File: src/rtl/usr_pkg.sv
// Shared definitions for the universal shift register: operation encodings.
package usr_pkg;

  typedef enum logic [1:0] {
    MODE_HOLD = 2'b00,
    MODE_SHR  = 2'b01,
    MODE_SHL  = 2'b10,
    MODE_LOAD = 2'b11
  } mode_e;

endpackage

File: src/rtl/shift_frame_counter.sv
// Counts shifts modulo DATA_WIDTH and pulses frame_done on the wrapping shift.
module shift_frame_counter #(
  parameter int DATA_WIDTH = 8,
  parameter int CNT_W      = $clog2(DATA_WIDTH)
) (
  input  logic             clk,
  input  logic             rst,
  input  logic             inc,
  input  logic             clr,
  output logic [CNT_W-1:0] shift_cnt,
  output logic             frame_done
);

  localparam logic [CNT_W-1:0] LAST = CNT_W'(DATA_WIDTH - 1);

  logic [CNT_W-1:0] cnt_q, cnt_d;
  logic             done_q, done_d;

  always_comb begin
    cnt_d  = cnt_q;
    done_d = 1'b0;
    if (clr) begin
      cnt_d = '0;
    end else if (inc) begin
      if (cnt_q == LAST) begin
        cnt_d  = '0;
        done_d = 1'b1;
      end else begin
        cnt_d = cnt_q + 1'b1;
      end
    end
  end

  always_ff @(posedge clk) begin
    if (!rst) begin
      cnt_q  <= '0;
      done_q <= 1'b0;
    end else begin
      cnt_q  <= cnt_d;
      done_q <= done_d;
    end
  end

  assign shift_cnt  = cnt_q;
  assign frame_done = done_q;

endmodule

File: src/rtl/universal_shift_register.sv
// Universal shift register: hold / shift right / shift left / parallel load,
// with serial taps at both ends and per-frame shift counting.
module universal_shift_register
  import usr_pkg::*;
#(
  parameter  int DATA_WIDTH = 8,
  localparam int CNT_W      = $clog2(DATA_WIDTH)
) (
  input  logic                  clk,
  input  logic                  rst,
  input  logic                  en,
  input  logic [1:0]            mode,
  input  logic                  ser_in_r,
  input  logic                  ser_in_l,
  input  logic [DATA_WIDTH-1:0] par_in,
  output logic [DATA_WIDTH-1:0] par_out,
  output logic                  ser_out_r,
  output logic                  ser_out_l,
  output logic [CNT_W-1:0]      shift_cnt,
  output logic                  frame_done
);

  logic [DATA_WIDTH-1:0] q_q, q_d;
  mode_e                 mode_w;
  logic                  shift_w, load_w;

  assign mode_w  = mode_e'(mode);
  assign shift_w = en && (mode_w == MODE_SHR || mode_w == MODE_SHL);
  assign load_w  = en && (mode_w == MODE_LOAD);

  always_comb begin
    q_d = q_q;
    if (en) begin
      case (mode_w)
        MODE_SHR:  q_d = {ser_in_r, q_q[DATA_WIDTH-1:1]};
        MODE_SHL:  q_d = {q_q[DATA_WIDTH-2:0], ser_in_l};
        MODE_LOAD: q_d = par_in;
        default:   q_d = q_q;
      endcase
    end
  end

  always_ff @(posedge clk) begin
    if (!rst) q_q <= '0;
    else      q_q <= q_d;
  end

  // Counter shares the data register's reset so a mid-frame reset abandons the frame.
  shift_frame_counter #(
    .DATA_WIDTH (DATA_WIDTH),
    .CNT_W      (CNT_W)
  ) u_cnt (
    .clk        (clk),
    .rst        (rst),
    .inc        (shift_w),
    .clr        (load_w),
    .shift_cnt  (shift_cnt),
    .frame_done (frame_done)
  );

  assign par_out   = q_q;
  assign ser_out_r = q_q[0];
  assign ser_out_l = q_q[DATA_WIDTH-1];

endmodule

File: config.mk
export PLATFORM = sky130hd
export DESIGN_NAME = universal_shift_register
export DESIGN_NICKNAME = d
export VERILOG_FILES = /design/src/rtl/usr_pkg.sv /design/src/rtl/shift_frame_counter.sv /design/src/rtl/universal_shift_register.sv
export SDC_FILE = /design/constraint.sdc
export NUM_CORES = 1
export LEC_CHECK = 0
export ABC_AREA = 0
export BUFFER_PORTS_ARGS = -buffer_cell sky130_fd_sc_hd__buf_2
export CAP_MARGIN = 20
export CORE_UTILIZATION = 42
export CTS_CLUSTER_DIAMETER = 30
export DETAILED_ROUTE_END_ITERATION = 10
export PLACE_DENSITY = 0.73
export SYNTH_ARGS = -nofsm -noshare
export SYNTH_HDL_FRONTEND = slang
export SYNTH_SLANG_ARGS = --single-unit
File: constraint.sdc
create_clock -name clk -period 1.39 [get_ports clk]
set_input_delay 0 -clock clk [delete_from_list [all_inputs] [get_ports clk]]
set_output_delay 0 -clock clk [all_outputs]
set_load 0.005 [all_outputs]
Word-level counts from Yosys, hierarchy flattened
Index checks and enable logic that the tools add are counted.

Mux-type cells: 3. Eq/ne operators: 4. $add $sub $neg: 1. Reductions and logical operators: 7. Bitwise gates (word level): 2.

Operator list (number): $pmux 8 s3 (1); $eq 2x2->1 const B (2); $add 3x1->3 const B (1); $eq 3x3->1 const B (1); $mux 3 (1); $reduce_bool 3->1 (1); $reduce_or 3->1 (1); $eq 2x1->1 const B (1); $logic_and 1x1->1 (2); $not 1->1 (2); $reduce_and 2->1 (1); $reduce_or 2->1 (1); $logic_or 1x1->1 (1); $mux 1 (1).

Bits of input ports: 15. Bits in registers: 12.

Logic depth before layout (Yosys ltp)
Depth after elaboration: 5. Depth in mapped cells: 6. Depth with buffers taken out: 5.

Modules after synthesis
A second synthesis with hierarchy kept.

Cell total of the unflattened synthesis: 70. Area, all modules: 661.9 sq um.

By module, submodules not included: universal_shift_register (cells each 54, area each 491.7 sq um, sequential area each 160.2 sq um, times used 1); shift_frame_counter (cells each 16, area each 170.2 sq um, sequential area each 80.1 sq um, times used 1).

Least setup slack after synthesis
OpenSTA, ideal clock, no wires.

Path type: register to register. Start: register u_cnt.cnt_q[0], in the netlist u_cnt.shift_cnt[0]. End: register u_cnt.cnt_q[2], in the netlist u_cnt.shift_cnt[2]. Clock period less this slack: 1.089 ns. Buffers on the path: 0. Setup time: 0.118 ns. Cell stages (with the launch flop): 5. Required time: 1.272 ns. Slack: 0.301 ns. Data arrival time: 0.971 ns. Path through: dfxtp_1 ha_1 ha_1 a22oi_1 nor2b_1.

Longest elaborated chain between the ends: 2. Elaborated cells on any way between the ends: 3.

RTL lines: start: declaration (line shift_frame_counter.sv:16) `logic [CNT_W-1:0] cnt_q, cnt_d;`; start signal: assignment (line shift_frame_counter.sv:39) `cnt_q <= cnt_d;`; $add 3x1->3 / $eq 3x3->1 (equally long branches) (line shift_frame_counter.sv:29, shift_frame_counter.sv:25); $mux 3 * (line shift_frame_counter.sv:25) `if (cnt_q == LAST) begin`.

Mark *: on every way between the ends. The rest lies on a longest branch, timed or not. A chain may end at the register's enable or synchronous reset.

Worst setup path after layout
Ends and elaborated chain as after synthesis.

==> results.sh <==
export IMPL_crit_type="reg -> reg"
export IMPL_start_util=0.469
export IMPL_synth_common_cells="dfxtp_1, a22oi_1, a31oi_1, nand2_1, o21ai_0"
export IMPL_synth_cell_types=18
export IMPL_clkTransAtPathRegs_ns=0.08
export IMPL_rsz0062_at_grt="no"
export IMPL_dr_pass1_iters=4
export IMPL_ys_async_sr_fraction=0
export IMPL_seq_area_um2=240
export IMPL_cts_tree="yes"
export IMPL_dieWidth_um=40.8
export IMPL_vias=602
export IMPL_wl_um=1370
export IMPL_switching_share=0.276
export IMPL_period_minus_slack_ns=1.14
export IMPL_multiInputGateArea_um2=333
export IMPL_wl_per_cell_um=12.3
export IMPL_vias_per_cell=5.42
export IMPL_p_switching_uw=203
export IMPL_syn2layout_area_growth_pct=23.1
export IMPL_maxSlewHeadroom=0.726
export IMPL_p_leak_uw=0.000377
export IMPL_cts_root_buf="clkbuf_4"
export IMPL_p_total_uw=737
export IMPL_core_area_um2=1350
export IMPL_grt_pass1_wl_um=1810
export IMPL_synth_most_common_cell="dfxtp_1"
export IMPL_comb_power_share=0.190
export IMPL_synth_edf_count=0
export IMPL_synthTopCellsByArea="dfxtp_1, a22oi_1, ha_1, a31oi_1, o21ai_0"
export IMPL_finalSetupTns_ns=0
export IMPL_setup_viol=0
export IMPL_grt_max_degree=17
export IMPL_grtUsageTotal=0.170
export IMPL_clk_latency_ns=0.27
export IMPL_ir_drop_mv=0.451
export IMPL_final_nets=118
export IMPL_worstPathRequired_ns=1.55
export IMPL_yosysTopAreaCell="dfxtp_1"
export IMPL_tightest_slew_ns=0.411
export IMPL_arrival_ns=1.30
export IMPL_wl_met3_um=79
export IMPL_cts_inserted_buffers=3
export IMPL_synthCells=69
export IMPL_max_freq_mhz=876
export IMPL_antenna_found_initial=0
export IMPL_min_delay_start="par_in[2]"
export IMPL_p_int_uw=534
export IMPL_top_layer_used="met4"
export IMPL_cp_end_kind="flop"
export IMPL_p_seq_frac=0.521
export IMPL_die_h_um=40.8
export IMPL_cts_max_path_buffers=2
export IMPL_dpl_hpwl_um=954
export IMPL_slew_violations=0
export IMPL_drt_iter0_drc=20
export IMPL_clkPwrFrac=0.290
export IMPL_portBuffers=28
export IMPL_ios=29
export IMPL_regToRegStartpoint="u_cnt.shift_cnt[0]"
export IMPL_gp_congestion=0.739
export IMPL_synth_ff_type="dfxtp_1"
export IMPL_clkSinkCount=12
export IMPL_finalClockSkew_ns=0.00250
export IMPL_seq_area_frac_synth=0.379
export IMPL_post_route_drc_count=0
export IMPL_netlist_area_um2=633
export IMPL_crit_fanout=4
export IMPL_n_fill_cell=120
export IMPL_wl_met2_um=597
export IMPL_overflow=0
export IMPL_cp_start_kind="flop"
export IMPL_yosys_area_top_type_share=0.379
export IMPL_finalCritPeriodShare=0.821
export IMPL_hold_viol_final=0
export IMPL_cellPowerDensity_nw_per_um2=945
export IMPL_n_antenna_cell=0
export IMPL_synth_warnings=0
export IMPL_antenna_left=0
export IMPL_ys_ff_latch=12
export IMPL_rows=13
export IMPL_htreeDepth=1
export IMPL_drive_gt1_frac=0.365
export IMPL_grt_pass1_vias=447
export IMPL_cap_viol_max_count=0
export IMPL_synth_area_per_cell_um2=9.18
export IMPL_wl_met1_um=674
export IMPL_worstSetupStartpoint="u_cnt.shift_cnt[0]"
export IMPL_status="finished, final reports clean"
export IMPL_hold_path_class="in -> reg"
export IMPL_synth_nets=89
export IMPL_dieArea_um2=1670
critical path: stages (launching register included):
cell and delay (ns):
dfxtp_1 0.34, ha_1 0.21, ha_1 0.26, a22oi_1 0.15, nor2b_1 0.08
layout by cell type, fill, tap and decap left out:
| master | count |
|---|---|
| o21ai_0 | 6 |
| o21ai_1 | 2 |
| nor2b_1 | 3 |
| dfxtp_1 | 12 |
| a31oi_1 | 8 |
| buf_2 | 28 |
| clkbuf_4 | 3 |
| nor2_4 | 1 |
| dlygate4sd3_1 | 1 |
| buf_4 | 1 |
| nand2_1 | 8 |
| o21ai_2 | 1 |
| and3b_1 | 1 |
| a22oi_1 | 11 |
| and3_1 | 1 |
| and2b_4 | 1 |
| nor2_1 | 1 |
| ha_1 | 5 |
| inv_1 | 2 |
sequential cells by signal, indices dropped and copies added (netlist names):
name              cells
par_out               8
u_cnt.frame_done      1
u_cnt.shift_cnt       3
layout make-up:
type                    count  share of cell area
clock buffers               3              0.0289
flip-flops and latches     12               0.308
multi-input cells          49               0.427
repair buffers             30               0.202
inverters                   2             0.00963
well taps                  15              0.0241
cell families (layout without fill, tap and decap cells):
family | count (synthesis) | in the layout | synth area share
AOI/OAI and AO/OA | 28 | 28 | 0.287
adders and majority gates | 5 | 5 | 0.0988
buffers and inverters | 8 | 35 | 0.0949
DFF | 12 | 12 | 0.379
and+or+nand+nor | 16 | 16 | 0.140
power by group through the flow:
stage               clock, µW  combinational (µW)  sequential, µW
detailed placement          0                 138             391
floorplan                   0                90.0             391
global route              224                 157             386
CTS                       213                 141             383
finish                    213                 140             384
global placement            0                 135             390
metrics by stage:
step | utilization | hold slack (ns) | instance area, µm² | std cells | setup slack, ns
3_5_place_dp | 0.553 | 0.271 | 747 | 107 | 0.259
3_3_place_gp | 0.553 | 0.268 | 747 | 107 | 0.304
5_1_grt | 0.577 | 0.0505 | 779 | 111 | 0.185
2_1_floorplan | - | 0.138 | 633 | 69 | 0.301
4_1_cts | 0.577 | 0.0410 | 779 | 111 | 0.248
6_report | 0.577 | 0.0393 | 779 | 111 | 0.249
worst paths after layout:
| check | endpoint | slack, ns | cells after the start |
|---|---|---|---|
| min | par_out[2] | 0.04 | 3 |
| min reg2reg | par_out[2] | 0.50 | 2 |
| max reg2reg | u_cnt.shift_cnt[2] | 0.25 | 4 |
| max | u_cnt.shift_cnt[2] | 0.25 | 4 |
routing by layer:
layer / vias up / GRT usage
li1: 310 / -
met1: 268 / 0.219
met2: 22 / 0.246
met3: 2 / 0.0489
met4: 0 / 0.100
met5: - / 0
timing repair:
item / CTS / global route
hold endpoints to repair: 1 / 0
setup buffers: 0 / 0
hold buffers: 1 / 0
resized for setup: 0 / 0
(Power assumes the default switching activity.)
